===== config.mk =====
export PLATFORM = sky130hd
export DESIGN_NAME = hazard_scoreboard_flat
export DESIGN_NICKNAME = d
export VERILOG_FILES = /design/src/rtl/hazard_scoreboard_if.sv /design/src/rtl/hazard_scoreboard.sv /design/src/flat_wrapper.sv
export SDC_FILE = /design/constraint.sdc
export NUM_CORES = 1
export LEC_CHECK = 0
export CAP_MARGIN = 20
export CORE_MARGIN = 3
export CORE_UTILIZATION = 25
export CTS_CLUSTER_SIZE = 28
export DETAILED_ROUTE_END_ITERATION = 16
export PLACE_DENSITY_LB_ADDON = 0.12
export SYNTH_ARGS = -nofsm -noshare
export SYNTH_HDL_FRONTEND = slang
export SYNTH_SLANG_ARGS = --single-unit

===== constraint.sdc =====
create_clock -name clk -period 3.8 [get_ports clk]
set_input_delay 0.38 -clock clk [delete_from_list [all_inputs] [get_ports clk]]
set_output_delay 0.38 -clock clk [all_outputs]
set_load 0.05 [all_outputs]

===== src/rtl/hazard_scoreboard_if.sv =====
// ----------------------------------------------------------------------------
// hazard_scoreboard_if
// Bundles the decode/issue/EXE/MEM/WB signals seen by the hazard scoreboard.
//   master : pipeline side, drives indices, use/write flags, issue and branch
//            info; receives forward selects and stall/flush controls.
//   slave  : scoreboard side (mirror of master).
// Parameters: REG_CNT (architectural registers), LAT_W (latency width).
// ----------------------------------------------------------------------------
interface hazard_scoreboard_if #(
  parameter int REG_CNT = 32,
  parameter int LAT_W   = 3
);
  localparam int IDX_W = $clog2(REG_CNT);

  logic [IDX_W-1:0] rs1_dec, rs2_dec;
  logic             rs1_use_dec, rs2_use_dec;
  logic             issue_valid, issue_wr;
  logic [IDX_W-1:0] issue_rd;
  logic [LAT_W-1:0] issue_lat;
  logic [IDX_W-1:0] rs1_exe, rs2_exe, rd_mem, rd_wb;
  logic             reg_write_mem, reg_write_wb;
  logic             took_branch;
  logic [1:0]       fwd_rs1_exe, fwd_rs2_exe;
  logic             stall_fetch, stall_dec, flush_exe;

  modport master (
    output rs1_dec, rs2_dec, rs1_use_dec, rs2_use_dec,
           issue_valid, issue_wr, issue_rd, issue_lat,
           rs1_exe, rs2_exe, rd_mem, rd_wb,
           reg_write_mem, reg_write_wb, took_branch,
    input  fwd_rs1_exe, fwd_rs2_exe, stall_fetch, stall_dec, flush_exe
  );

  modport slave (
    input  rs1_dec, rs2_dec, rs1_use_dec, rs2_use_dec,
           issue_valid, issue_wr, issue_rd, issue_lat,
           rs1_exe, rs2_exe, rd_mem, rd_wb,
           reg_write_mem, reg_write_wb, took_branch,
    output fwd_rs1_exe, fwd_rs2_exe, stall_fetch, stall_dec, flush_exe
  );
endinterface


===== src/rtl/hazard_scoreboard.sv =====
// ----------------------------------------------------------------------------
// hazard_scoreboard
// Per-register latency scoreboard producing RAW/WAW stalls, EXE flush and
// EXE operand forward selects for an in-order pipeline.
// Ports:
//   clk   : rising-edge clock
//   rst_n : asynchronous active-low reset
//   hz    : hazard_scoreboard_if.slave (decode/issue/EXE/MEM/WB bundle)
// Forward select encoding: NO_FW=2'd0, FW_MEM=2'd1, FW_WB=2'd2.
// Optional feature macro: HAZARD_FWD_EN
//   defined   : results forwardable from MEM/WB; a source stalls while its
//               counter is >= 2.
//   undefined : no forwarding; a source stalls while its counter is >= 1 or
//               the WB stage is writing it; forward selects are NO_FW.
// ----------------------------------------------------------------------------
module hazard_scoreboard #(
  parameter int REG_CNT = 32,
  parameter int LAT_W   = 3,
  parameter int MAX_LAT = 7
) (
  input logic                clk,
  input logic                rst_n,
  hazard_scoreboard_if.slave hz
);
  localparam int IDX_W = $clog2(REG_CNT);
  localparam logic [1:0] NO_FW  = 2'd0;
  localparam logic [1:0] FW_MEM = 2'd1;
  localparam logic [1:0] FW_WB  = 2'd2;

  if (MAX_LAT > (1 << LAT_W) - 1) begin : g_bad_max_lat
    $error("MAX_LAT does not fit in LAT_W bits");
  end

  logic [LAT_W-1:0] cnt_q [REG_CNT];
  logic [LAT_W-1:0] cnt_d [REG_CNT];
  logic             last_vld_q, last_vld_d;
  logic [IDX_W-1:0] last_rd_q, last_rd_d;
  logic [LAT_W-1:0] last_prev_q, last_prev_d;

  logic raw1, raw2, raw_hazard, waw_hazard, stall, load;

  // Counter value two cycles after it was sampled, floored at zero.
  function automatic logic [LAT_W-1:0] sat_sub2(input logic [LAT_W-1:0] v);
    return (v > LAT_W'(2)) ? v - LAT_W'(2) : '0;
  endfunction

  function automatic logic [1:0] fwd_sel(input logic [IDX_W-1:0] src,
                                         input logic             wr_mem,
                                         input logic [IDX_W-1:0] rd_m,
                                         input logic             wr_wb,
                                         input logic [IDX_W-1:0] rd_w);
    if (src == '0)                  return NO_FW;
    else if (wr_mem && rd_m == src) return FW_MEM;
    else if (wr_wb && rd_w == src)  return FW_WB;
    else                            return NO_FW;
  endfunction

`ifdef HAZARD_FWD_EN
  // With forwarding, a value with one cycle left is picked up from MEM/WB.
  assign raw1 = hz.rs1_use_dec && (hz.rs1_dec != '0) && (cnt_q[hz.rs1_dec] >= LAT_W'(2));
  assign raw2 = hz.rs2_use_dec && (hz.rs2_dec != '0) && (cnt_q[hz.rs2_dec] >= LAT_W'(2));
  assign hz.fwd_rs1_exe = fwd_sel(hz.rs1_exe, hz.reg_write_mem, hz.rd_mem,
                                  hz.reg_write_wb, hz.rd_wb);
  assign hz.fwd_rs2_exe = fwd_sel(hz.rs2_exe, hz.reg_write_mem, hz.rd_mem,
                                  hz.reg_write_wb, hz.rd_wb);
`else
  // Without forwarding, wait until the register file write in WB completes.
  assign raw1 = hz.rs1_use_dec && (hz.rs1_dec != '0) &&
                ((cnt_q[hz.rs1_dec] >= LAT_W'(1)) || (hz.reg_write_wb && hz.rd_wb == hz.rs1_dec));
  assign raw2 = hz.rs2_use_dec && (hz.rs2_dec != '0) &&
                ((cnt_q[hz.rs2_dec] >= LAT_W'(1)) || (hz.reg_write_wb && hz.rd_wb == hz.rs2_dec));
  assign hz.fwd_rs1_exe = NO_FW;
  assign hz.fwd_rs2_exe = NO_FW;
  logic unused_fwd;
  assign unused_fwd = ^{hz.rs1_exe, hz.rs2_exe, hz.rd_mem, hz.reg_write_mem,
                        fwd_sel(hz.rs1_exe, hz.reg_write_mem, hz.rd_mem,
                                hz.reg_write_wb, hz.rd_wb)};
`endif

  assign raw_hazard = raw1 || raw2;
  // A younger write must not complete before an older pending one.
  assign waw_hazard = hz.issue_valid && hz.issue_wr && (hz.issue_rd != '0) &&
                      (cnt_q[hz.issue_rd] > hz.issue_lat);
  assign stall          = hz.issue_valid && (raw_hazard || waw_hazard);
  assign hz.stall_fetch = stall;
  assign hz.stall_dec   = stall;
  assign hz.flush_exe   = stall || hz.took_branch;

  assign load = hz.issue_valid && !stall && !hz.took_branch &&
                hz.issue_wr && (hz.issue_rd != '0);

  always_comb begin
    for (int r = 0; r < REG_CNT; r++) begin
      cnt_d[r] = (cnt_q[r] != '0) ? cnt_q[r] - LAT_W'(1) : '0;
    end
    last_vld_d  = 1'b0;
    last_rd_d   = last_rd_q;
    last_prev_d = last_prev_q;
    if (load) begin
      cnt_d[hz.issue_rd] = hz.issue_lat;
      last_vld_d         = 1'b1;
      last_rd_d          = hz.issue_rd;
      last_prev_d        = cnt_q[hz.issue_rd];
    end
    // The flushed EXE instruction was the last issue; put back what the older
    // pending write would have counted down to by now.
    if (hz.took_branch && last_vld_q) begin
      cnt_d[last_rd_q] = sat_sub2(last_prev_q);
    end
    cnt_d[0] = '0;
  end

  always_ff @(posedge clk or negedge rst_n) begin
    if (!rst_n) begin
      for (int r = 0; r < REG_CNT; r++) cnt_q[r] <= '0;
      last_vld_q  <= 1'b0;
      last_rd_q   <= '0;
      last_prev_q <= '0;
    end else begin
      cnt_q       <= cnt_d;
      last_vld_q  <= last_vld_d;
      last_rd_q   <= last_rd_d;
      last_prev_q <= last_prev_d;
    end
  end
endmodule


===== src/flat_wrapper.sv =====
// flat-port wrapper written by rule: the top's interface ports become plain ports
module hazard_scoreboard_flat 
#(
  parameter int REG_CNT = 32,
  parameter int LAT_W   = 3,
  parameter int MAX_LAT = 7
)
  (clk, rst_n, hz_rs1_dec, hz_rs2_dec, hz_rs1_use_dec, hz_rs2_use_dec, hz_issue_valid, hz_issue_wr, hz_issue_rd, hz_issue_lat, hz_rs1_exe, hz_rs2_exe, hz_rd_mem, hz_rd_wb, hz_reg_write_mem, hz_reg_write_wb, hz_took_branch, hz_fwd_rs1_exe, hz_fwd_rs2_exe, hz_stall_fetch, hz_stall_dec, hz_flush_exe);
  hazard_scoreboard_if #(.REG_CNT(REG_CNT), .LAT_W(LAT_W)) hz_i ();
  input logic clk;
  input logic rst_n;
  input wire logic [$bits(hz_i.rs1_dec)-1:0] hz_rs1_dec;
  input wire logic [$bits(hz_i.rs2_dec)-1:0] hz_rs2_dec;
  input wire logic [$bits(hz_i.rs1_use_dec)-1:0] hz_rs1_use_dec;
  input wire logic [$bits(hz_i.rs2_use_dec)-1:0] hz_rs2_use_dec;
  input wire logic [$bits(hz_i.issue_valid)-1:0] hz_issue_valid;
  input wire logic [$bits(hz_i.issue_wr)-1:0] hz_issue_wr;
  input wire logic [$bits(hz_i.issue_rd)-1:0] hz_issue_rd;
  input wire logic [$bits(hz_i.issue_lat)-1:0] hz_issue_lat;
  input wire logic [$bits(hz_i.rs1_exe)-1:0] hz_rs1_exe;
  input wire logic [$bits(hz_i.rs2_exe)-1:0] hz_rs2_exe;
  input wire logic [$bits(hz_i.rd_mem)-1:0] hz_rd_mem;
  input wire logic [$bits(hz_i.rd_wb)-1:0] hz_rd_wb;
  input wire logic [$bits(hz_i.reg_write_mem)-1:0] hz_reg_write_mem;
  input wire logic [$bits(hz_i.reg_write_wb)-1:0] hz_reg_write_wb;
  input wire logic [$bits(hz_i.took_branch)-1:0] hz_took_branch;
  output wire logic [$bits(hz_i.fwd_rs1_exe)-1:0] hz_fwd_rs1_exe;
  output wire logic [$bits(hz_i.fwd_rs2_exe)-1:0] hz_fwd_rs2_exe;
  output wire logic [$bits(hz_i.stall_fetch)-1:0] hz_stall_fetch;
  output wire logic [$bits(hz_i.stall_dec)-1:0] hz_stall_dec;
  output wire logic [$bits(hz_i.flush_exe)-1:0] hz_flush_exe;
  assign hz_i.rs1_dec = hz_rs1_dec;
  assign hz_i.rs2_dec = hz_rs2_dec;
  assign hz_i.rs1_use_dec = hz_rs1_use_dec;
  assign hz_i.rs2_use_dec = hz_rs2_use_dec;
  assign hz_i.issue_valid = hz_issue_valid;
  assign hz_i.issue_wr = hz_issue_wr;
  assign hz_i.issue_rd = hz_issue_rd;
  assign hz_i.issue_lat = hz_issue_lat;
  assign hz_i.rs1_exe = hz_rs1_exe;
  assign hz_i.rs2_exe = hz_rs2_exe;
  assign hz_i.rd_mem = hz_rd_mem;
  assign hz_i.rd_wb = hz_rd_wb;
  assign hz_i.reg_write_mem = hz_reg_write_mem;
  assign hz_i.reg_write_wb = hz_reg_write_wb;
  assign hz_i.took_branch = hz_took_branch;
  assign hz_fwd_rs1_exe = hz_i.fwd_rs1_exe;
  assign hz_fwd_rs2_exe = hz_i.fwd_rs2_exe;
  assign hz_stall_fetch = hz_i.stall_fetch;
  assign hz_stall_dec = hz_i.stall_dec;
  assign hz_flush_exe = hz_i.flush_exe;
  hazard_scoreboard #(.REG_CNT(REG_CNT), .LAT_W(LAT_W), .MAX_LAT(MAX_LAT)) u_core (.clk(clk), .rst_n(rst_n), .hz(hz_i));
endmodule

==> flow_metrics.env, run 1 <==
export IMPL_cts_buffers=9
export IMPL_grt_total_usage_pct=20.9
export IMPL_fin_worst_skew_ps=8.42
export IMPL_synthMuxAreaShare_pct=12.6
export IMPL_postRouteWirelength_mm=41.3
export IMPL_synthCells=1173
export IMPL_setup_violations=3
export IMPL_syn_area_um2=9380
export IMPL_drt_iter0_drc=831
export IMPL_rows=70
export IMPL_timing_fmax_ghz=0.258
export IMPL_place_inst=1701
export IMPL_yosysSeqAreaShare_pct=27.2
export IMPL_peakVddDrop_uv=203
export IMPL_clockBufferDepth=2
export IMPL_dp_hpwl_mm=30.0
export IMPL_end_kind="output port"
export IMPL_cts_tree="yes"
export IMPL_clock_sinks=102
export IMPL_worst_pin_slew_ps=1120
export IMPL_finalHoldViolations=0
export IMPL_gp_congestion=0.873
export IMPL_post_route_period_util_pct=102
export IMPL_synthDistinctLibCells=69
export IMPL_grt_start_max_net_pins=67
export IMPL_drive_gt1_share_pct=21.5
export IMPL_worstSetupPathType="in -> out"
export IMPL_clock_latency_ps=380
export IMPL_combPwrFrac_pct=38.7
export IMPL_rsz0062_at_grt="true"
export IMPL_leakage_uw=0.00503
export IMPL_die_h_um=200
export IMPL_start_util_pct=25.5
export IMPL_area_growth_pct=21.8
export IMPL_synth_compound_area_share_pct=16.4
export IMPL_cts_root_buffer="clkbuf_16"
export IMPL_power_switching_uw=1680
export IMPL_postLayoutSetupSlackWorst_ps=-81.8
export IMPL_drcViolationCount=0
export IMPL_slew_violations=0
export IMPL_synth_xor_area_share_pct=0.933
export IMPL_pwr_share_clk_pct=25.9
export IMPL_grt_pass1_wl_mm=61.3
export IMPL_violations="negative setup slack"
export IMPL_via_per_inst=5.38
export IMPL_p_int_uw=2500
export IMPL_die_w_um=200
export IMPL_clkTransAtPathRegs_ps=80
export IMPL_syn_mean_instance_area_um2=8.00
export IMPL_core_um2=36800
export IMPL_antenna_found_initial=1
export IMPL_diodes=0
export IMPL_final_cells=1737
export IMPL_worstPathRequired_ps=3420
export IMPL_hold_class="in -> async"
export IMPL_critPathArrivalTime_ps=3500
export IMPL_finalNetCount=1376
export IMPL_synth_top_family_by_area="simple AND/OR/NAND/NOR gates"
export IMPL_start_kind="primary input"
export IMPL_drv_cap=0
export IMPL_firstDrtPassIters=5
export IMPL_synthFlopType="dfrtp_1"
export IMPL_ant_nets=0
export IMPL_power_share_sequential_pct=35.4
export IMPL_port_buffers=33
export IMPL_cp_max_fo=5
export IMPL_htree_levels=3
export IMPL_synth_adder_area_share_pct=8.67
export IMPL_p_per_area_nw_per_um2=366
export IMPL_slew_headroom_pct=25.6
export IMPL_dieArea_um2=39900
export IMPL_yosys_register_bits=102
export IMPL_yosys_area_share_simple_pct=27.3
export IMPL_gr_total_overflow=0
export IMPL_fin_crit_ps=3880
export IMPL_yosys_warnings=0
export IMPL_status="complete, but fails checks"
export IMPL_place_ws_ps=-372
export IMPL_via_count=9340
export IMPL_async_flop_share_pct=100
export IMPL_boundaryPins=54
export IMPL_synth_edf_count=0
export IMPL_wire_per_inst_um=23.8
export IMPL_swShare_pct=40.2
export IMPL_r2r_cells=15
export IMPL_grt_pass1_vias=8968
## kinds of logic (layout without fill, tap and decap cells)
group,after synthesis,after routing
and+or+nand+nor,545,545
AOI/OAI and AO/OA,216,216
buffers and inverters,152,245
DFF,102,102
muxes,82,82
adders and majority gates,65,65
xor gates and xnor gates,10,10
other,1,4
## flip-flops by register name (all words and copies together) (netlist names)
register            count
u_core.last_vld_q       1
u_core.cnt_q           93
u_core.last_rd_q        5
u_core.last_prev_q      3
## worst paths after layout
kind	slack, ps	start	end
max	-80	hz_issue_rd[1]	hz_flush_exe
min	140	rst_n	u_core.cnt_q[23]
max reg2reg	170	u_core.cnt_q[61]	u_core.cnt_q[19]
min reg2reg	570	u_core.last_prev_q[0]	u_core.last_prev_q[0]
max in group asynchronous	2620	rst_n	u_core.cnt_q[67]
min in group clk	570	u_core.last_prev_q[0]	u_core.last_prev_q[0]
## worst max-delay path, cell delays in order
cell	delay, ps
buf_2	150
buf_4	190
nor2b_1	470
a22oi_1	230
buf_4	180
o21ai_1	260
a221oi_2	70
nand3_1	160
ha_4	240
a21oi_2	130
a311oi_2	70
a41oi_2	230
o211ai_2	160
and2_4	190
or2_4	240
buf_8	150
## power groups by stage
stage	registers, µW	clock network [µW]	logic [µW]
final	1480	1080	1620
after global routing	1510	1160	1760
after floorplan	1380	0	961
after CTS	1470	1110	1570
after detailed placement	1500	0	1520
after global placement	1500	0	1520
## final cells by class
type                    count  area [µm²]
clock buffers              12         246
well taps                 468         586
clock inverters             4        70.1
inverters                  72         270
fillers                  3947       25400
flip-flops and latches    102        2560
repair buffers            157        1370
multi-input cells         922        6330
## per-layer routing
| layer | track usage, % | vias to the layer above | share of wire, % |
|---|---|---|---|
| met5 | 0 | - | 0.031 |
| met3 | 3.11 | 52 | 4.7 |
| met2 | 32.3 | 269 | 45 |
| met1 | 31.1 | 4646 | 49 |
| met4 | 4.63 | 2 | 1.7 |
| li1 | - | 4371 | - |
## metrics by stage
step                power [µW]  setup TNS [ps]  cell area (µm²)  hold WS [ps]  util, %
floorplan                 2350               0             9420          84.4        -
global placement          3030          -17440            10800           555     29.4
detailed placement        3020          -21720            10800           563     29.4
CTS                       4160           -41.1            11300           195     30.7
global route              4430            -326            11400           206     31.1
finish                    4190           -99.9            11400           141     31.1
## synthesized netlist by cell type (5+ instances only)
library cell,number,share of area (%)
mux2i_1,21,2.2
buf_1,5,0.20
o2111ai_1,29,2.7
xor2_1,8,0.75
o21ai_0,39,2.1
a31oi_1,20,1.3
nor4b_1,9,0.84
nand3b_1,14,1.1
nor4_1,13,0.87
mux4_2,24,5.8
a211oi_1,5,0.40
buf_2,22,1.2
a31o_2,11,1.0
and2_1,10,0.67
ha_1,65,8.7
dfrtp_1,102,27
buf_4,8,0.64
nor3_1,63,3.4
nor2_1,123,4.9
mux2_2,33,4.0
inv_1,70,2.8
o211ai_1,22,1.8
a221oi_1,6,0.56
a311oi_1,5,0.47
nand3_1,46,2.5
a22oi_1,9,0.72
nand4_1,15,1.0
nor3b_1,5,0.40
nand2_1,194,7.8
or2_2,20,1.3
nand2b_1,7,0.47
or3_1,7,0.47
a21oi_1,36,1.9
clkbuf_1,42,1.7
## cells in the final DEF, fill, tap and decap left out, types with 14 or more instances in the layout
| master | instances |
|---|---|
| a21oi_1 | 35 |
| a31oi_1 | 20 |
| buf_4 | 115 |
| clkdlybuf4s50_1 | 25 |
| dfrtp_1 | 99 |
| ha_1 | 62 |
| inv_1 | 70 |
| mux2_2 | 32 |
| mux2i_1 | 21 |
| mux4_2 | 24 |
| nand2_1 | 192 |
| nand3_1 | 45 |
| nand3b_1 | 14 |
| nand4_1 | 15 |
| nor2_1 | 122 |
| nor3_1 | 63 |
| o2111ai_1 | 26 |
| o211ai_1 | 22 |
| o21ai_0 | 35 |
| or2_2 | 19 |
## what timing repair did
action,in CTS,in global routing
resized for setup,19,17
endpoints found under the setup margin,37,50
endpoints found under the hold margin,0,0
pin swaps,7,10
buffers inserted,14,6
hold buffers,0,0
Power figures use the tool's default switching activity.
==> run 2, diff against run 1 <==
- CORE_ASPECT_RATIO: default -> 1.25
- GPL_ROUTABILITY_DRIVEN: default -> 0
==> run 2 against run 1 <==
The run ends with negative hold slack left. Wire length up 4.9%. Worst setup slack better by 150 ps. Utilization barely moved. Clock skew grew 2.1 ps. First-iteration DRC count fell by 7.3%.
==> flow_metrics.env, run 2 (same netlist as run 1, synthesis figures left out) <==
export IMPL_hold_ws_ps=-18.5
export IMPL_wl_met1_mm=18.5
export IMPL_critPathArrivalTime_ps=3350
export IMPL_slowest_delay_ps=580
export IMPL_clock_sinks=102
export IMPL_combPwrFrac_pct=39.7
export IMPL_rsz0062_at_grt="true"
export IMPL_rows=78
export IMPL_power_switching_uw=1670
export IMPL_r2r_start="u_core.cnt_q[25]"
export IMPL_place_inst=1716
export IMPL_slew_violations=0
export IMPL_regMostFlops="u_core.cnt_q"
export IMPL_ant_nets=0
export IMPL_setup_violations=0
export IMPL_p_int_uw=2330
export IMPL_pwr_share_clk_pct=22.7
export IMPL_clkTransAtPathRegs_ps=70
export IMPL_fillers=4000
export IMPL_cts_buffers=9
export IMPL_met2WireLength_mm=21.0
export IMPL_final_area_um2=11400
export IMPL_final_cells=1756
export IMPL_diodes=0
export IMPL_gr_total_overflow=0
export IMPL_dp_hpwl_mm=30.9
export IMPL_post_route_period_util_pct=98.2
export IMPL_power_share_sequential_pct=37.6
export IMPL_dr_wl_met3_mm=1.87
export IMPL_r2r_cells=19
export IMPL_port_buffers=33
export IMPL_area_growth_pct=21.7
export IMPL_boundaryPins=54
export IMPL_drive_gt1_share_pct=21.5
export IMPL_timing_fmax_ghz=0.268
export IMPL_r2r_end="u_core.last_prev_q[1]"
export IMPL_via_count=9546
export IMPL_p_per_area_nw_per_um2=350
export IMPL_finalNetCount=1386
export IMPL_cp_max_fo=12
export IMPL_grt_total_usage_pct=21.9
export IMPL_placed_cell_area_um2=10900
export IMPL_final_common_cell="nand2_1"
export IMPL_swShare_pct=41.8
export IMPL_cp_slowest_cell="clkdlybuf4s50_1"
export IMPL_core_um2=36700
export IMPL_cpMostUsedCell="buf_6"
export IMPL_crit_path_start="hz_issue_rd[4]"
export IMPL_mostFrequentLayoutCells="nand2_1, buf_4, nor2_1"
export IMPL_path_cells="clkdlybuf4s50_1 > buf_6 > and3b_1 > a22oi_1 > nand3_2 > ha_4 > a21o_1 > a21oi_1 > a311oi_1 > a41oi_2 > o211ai_2 > and2_4 > or2_4 > buf_6"
export IMPL_finalHoldViolations=7
export IMPL_clock_latency_ps=390
export IMPL_worstSetupPathType="in -> out"
export IMPL_drt_iter0_drc=770
export IMPL_via_per_inst=5.44
export IMPL_fin_util_pct=31.1
export IMPL_violations="negative hold slack"
export IMPL_worstPathRequired_ps=3420
export IMPL_ff2ff_setup_slack_ps=200
export IMPL_drcViolationCount=0
export IMPL_postRouteWirelength_mm=43.3
export IMPL_worst_pin_slew_ps=1030
export IMPL_peakVddDrop_uv=224
export IMPL_hold_class="in -> async"
export IMPL_antenna_found_initial=0
export IMPL_status="complete, but fails checks"
export IMPL_grt_start_max_net_pins=41
export IMPL_drv_cap=0
export IMPL_end_kind="output port"
export IMPL_top_layer="met4"
export IMPL_grt_pass1_vias=9616
export IMPL_die_w_um=179
export IMPL_grt_pass1_wl_mm=63.8
export IMPL_fin_worst_skew_ps=10.5
export IMPL_firstDrtPassIters=5
export IMPL_start_kind="primary input"
export IMPL_die_h_um=223
export IMPL_dieArea_um2=39900
export IMPL_top_regs="u_core.cnt_q: 93 flops, u_core.last_rd_q: 5 flops, u_core.last_prev_q: 3 flops"
export IMPL_cts_tree="yes"
export IMPL_cts_root_buffer="clkbuf_16"
export IMPL_largest_reg_flops=93
export IMPL_wire_per_inst_um=24.7
export IMPL_clockBufferDepth=2
export IMPL_htree_levels=3
export IMPL_slew_headroom_pct=31.1
export IMPL_leakage_uw=0.00503
export IMPL_fin_crit_ps=3730
export IMPL_endpoint="hz_flush_exe"
export IMPL_start_util_pct=25.6
-- run 2: worst min path at each step --
stage	slack (ps)	to	cells past startpoint
3_5_place_dp	430	u_core.cnt_q[61]	1
2_1_floorplan	80	u_core.cnt_q[0]	0
6_report	-20	u_core.cnt_q[61]	1
5_1_grt	40	u_core.cnt_q[61]	1
3_3_place_gp	430	u_core.cnt_q[61]	1
4_1_cts	10	u_core.cnt_q[61]	1
-- run 2: area by class of cell --
type                       instances  area [µm²]  area share, %
clock buffer                      11         233           2.04
clock inverter                     2        12.5          0.110
inverter                          72         270           2.37
multi-input combinational        922        6290           55.1
sequential                       102        2560           22.4
tap                              480         601           5.26
timing repair buffer             167        1450           12.7
-- run 2: critical path: cells and delay by family --
family / cells / cell delay, ps
buf+inv: 3 / 930
simple gates: 4 / 810
fa+ha+maj: 1 / 250
compound gates: 6 / 960
-- run 2: routing by layer --
layer | track usage [%] | vias to the layer above
met5 | 0 | -
met4 | 10.6 | 0
met3 | 1.95 | 83
met2 | 36.4 | 333
met1 | 28.2 | 4752
li1 | - | 4378
-- run 2: power groups by stage --
stage / clock, µW / sequential (µW) / combinational [µW]
after floorplan: 0 / 1380 / 961
after global placement: 0 / 1530 / 1520
after detailed placement: 0 / 1520 / 1510
after CTS: 940 / 1490 / 1570
after global routing: 969 / 1520 / 1720
final: 909 / 1500 / 1590
-- run 2: metrics by stage --
stage	power [µW]	TNS [ps]	setup WS [ps]	hold slack, ps
finish	4000	0	69.0	-18.5
global route	4210	-169	-86.4	35.9
CTS	4000	0	6.43	12.5
detailed placement	3040	-22480	-418	433
global placement	3050	-25000	-465	431
floorplan	2350	0	27.3	84.4
-- run 2: repair_timing --
item,4_1_cts,5_1_grt
hold buffers,0,0
pin swaps,5,7
buffers inserted,28,1
gates resized for setup,14,15
endpoints found under the setup margin,4,5
==> run 3, diff against run 2 <==
- CORE_ASPECT_RATIO: 1.25 -> 1.5
- SLEW_MARGIN: default -> 20
==> run 3 against run 2 <==
The flow now finishes without violations. Sequential cell count unchanged. Hold slack better by 29 ps. Clock power up 19%. Largest cell class unchanged. Critical path type is now reg -> out.
==> flow_metrics.env, run 3 (same netlist as run 1, synthesis figures left out) <==
export IMPL_area_growth_pct=22.1
export IMPL_cp_slowest_cell="mux4_2"
export IMPL_cts_root_buffer="clkbuf_16"
export IMPL_hold_class="in -> async"
export IMPL_p_total_uw=4130
export IMPL_diodes=0
export IMPL_postLayoutSetupSlackWorst_ps=6.25
export IMPL_drive_gt1_share_pct=21.4
export IMPL_clockBufferDepth=2
export IMPL_multiInputGateArea_um2=6300
export IMPL_largest_reg_flops=93
export IMPL_timing_fmax_ghz=0.264
export IMPL_regMostFlops="u_core.cnt_q"
export IMPL_crit_buf_inv=1
export IMPL_drt_iter0_drc=772
export IMPL_end_kind="output port"
export IMPL_gr_total_overflow=0
export IMPL_start_util_pct=25.4
export IMPL_post_route_period_util_pct=99.8
export IMPL_place_ws_ps=-579
export IMPL_ant_nets=0
export IMPL_slew_headroom_pct=37.9
export IMPL_place_inst=1731
export IMPL_die_h_um=243
export IMPL_top_regs="u_core.cnt_q: 93 flops, u_core.last_rd_q: 5 flops, u_core.last_prev_q: 3 flops"
export IMPL_cp_top_family="compound AO/OA/AOI/OAI gates"
export IMPL_start_kind="flop"
export IMPL_cts_tree="yes"
export IMPL_clkTransAtPathRegs_ps=70
export IMPL_path_cells="mux4_2 > nand2_2 > o21ai_2 > a221oi_2 > nand3_1 > ha_1 > a21o_1 > a21oi_2 > a311oi_2 > a41oi_2 > o211ai_2 > and2_4 > or2_4 > buf_8"
export IMPL_peakVddDrop_uv=246
export IMPL_cp_max_fo=2
export IMPL_rows=86
export IMPL_worstPathRequired_ps=3420
export IMPL_via_per_inst=5.36
export IMPL_htree_levels=3
export IMPL_finalNetCount=1380
export IMPL_grt_start_max_net_pins=41
export IMPL_mostFrequentLayoutCells="nand2_1, nor2_1, buf_4"
export IMPL_postRouteWirelength_mm=43.6
export IMPL_fillers=3898
export IMPL_drcViolationCount=0
export IMPL_final_cells=1757
export IMPL_cts_buffers=9
export IMPL_grt_pass1_wl_mm=64.1
export IMPL_dp_hpwl_mm=31.5
export IMPL_wire_per_inst_um=24.8
export IMPL_fin_worst_skew_ps=12.2
export IMPL_firstDrtPassIters=5
export IMPL_die_w_um=164
export IMPL_antenna_found_initial=0
export IMPL_leakage_uw=0.00505
export IMPL_rsz0062_at_grt="true"
export IMPL_fin_crit_ps=3790
export IMPL_finalHoldViolations=0
export IMPL_setup_violations=0
export IMPL_core_um2=36900
export IMPL_clock_latency_ps=390
export IMPL_status="finished clean"
export IMPL_clock_sinks=102
export IMPL_grt_total_usage_pct=21.9
export IMPL_critPathArrivalTime_ps=3410
export IMPL_slew_violations=0
export IMPL_drv_cap=0
export IMPL_boundaryPins=54
export IMPL_regArea_um2=2550
export IMPL_worstSetupPathType="reg -> out"
export IMPL_worst_pin_slew_ps=928
export IMPL_dieArea_um2=39900
export IMPL_p_per_area_nw_per_um2=360
export IMPL_final_common_cell="nand2_1"
export IMPL_slowest_delay_ps=480
export IMPL_grt_pass1_vias=9811
export IMPL_port_buffers=33
export IMPL_via_count=9422
## run 3: changes by cell type in the layout (fill, tap and decap cells not counted), moves of 2 or more
cell       delta
dfrtp_1       +5
a22oi_1       -2
a22oi_2       +2
buf_4         -5
mux2_2        +2
bufinv_16     +2
mux2_4        -2
buf_6         -2
dfrtp_2       -5
## run 3: path summary, 6_finish.rpt
kind	start	to	slack, ps	depth (start not counted)
worst max-delay path	u_core.cnt_q[64]	hz_flush_exe	6	14
worst min-delay path	rst_n	u_core.cnt_q[77]	10	1
worst max register to register	u_core.cnt_q[64]	u_core.cnt_q[77]	150	16
worst min register to register	u_core.last_prev_q[0]	u_core.last_prev_q[0]	540	2
max in group asynchronous	rst_n	u_core.cnt_q[36]	2990	2
min in group clk	hz_issue_rd[2]	u_core.last_rd_q[2]	540	3
## run 3: through the flow
step	utilization, %	TNS [ps]	hold WS (ps)	instance area (µm²)
after global routing	31.0	-242	32.1	11500
final	31.0	0	10.1	11500
after floorplan	-	0	84.4	9420
after detailed placement	29.7	-45490	442	11000
after global placement	29.7	-44870	447	11000
after CTS	30.8	-15.4	22.5	11400
## run 3: cell type report
cell class	instances	share of cell area (%)
multi-input cells	922	55.0
flip-flops and latches	102	22.3
repair buffers	161	12.3
well taps	484	5.29
inverters	72	2.36
clock buffers	12	2.15
clock inverters	4	0.612
## run 3: power by group
part           total [µW]  switching (µW)  internal, µW
Combinational        1560             924           636
Clock                1080             482           595
Sequential           1490             261          1230
## run 3: timing repair
action / 4_1_cts / 5_1_grt
pin swaps: 6 / 3
hold buffers: 0 / 0
setup buffers: 7 / 5
resized for setup: 19 / 9
setup endpoints to repair: 69 / 5
## run 3: routing by layer
metal	vias to the layer above	wire (µm)	track usage, %
met5	-	0	0
met4	0	2610	12.3
met3	102	1830	2.69
met2	277	22300	39.0
met1	4665	16800	25.0
li1	4378	-	-
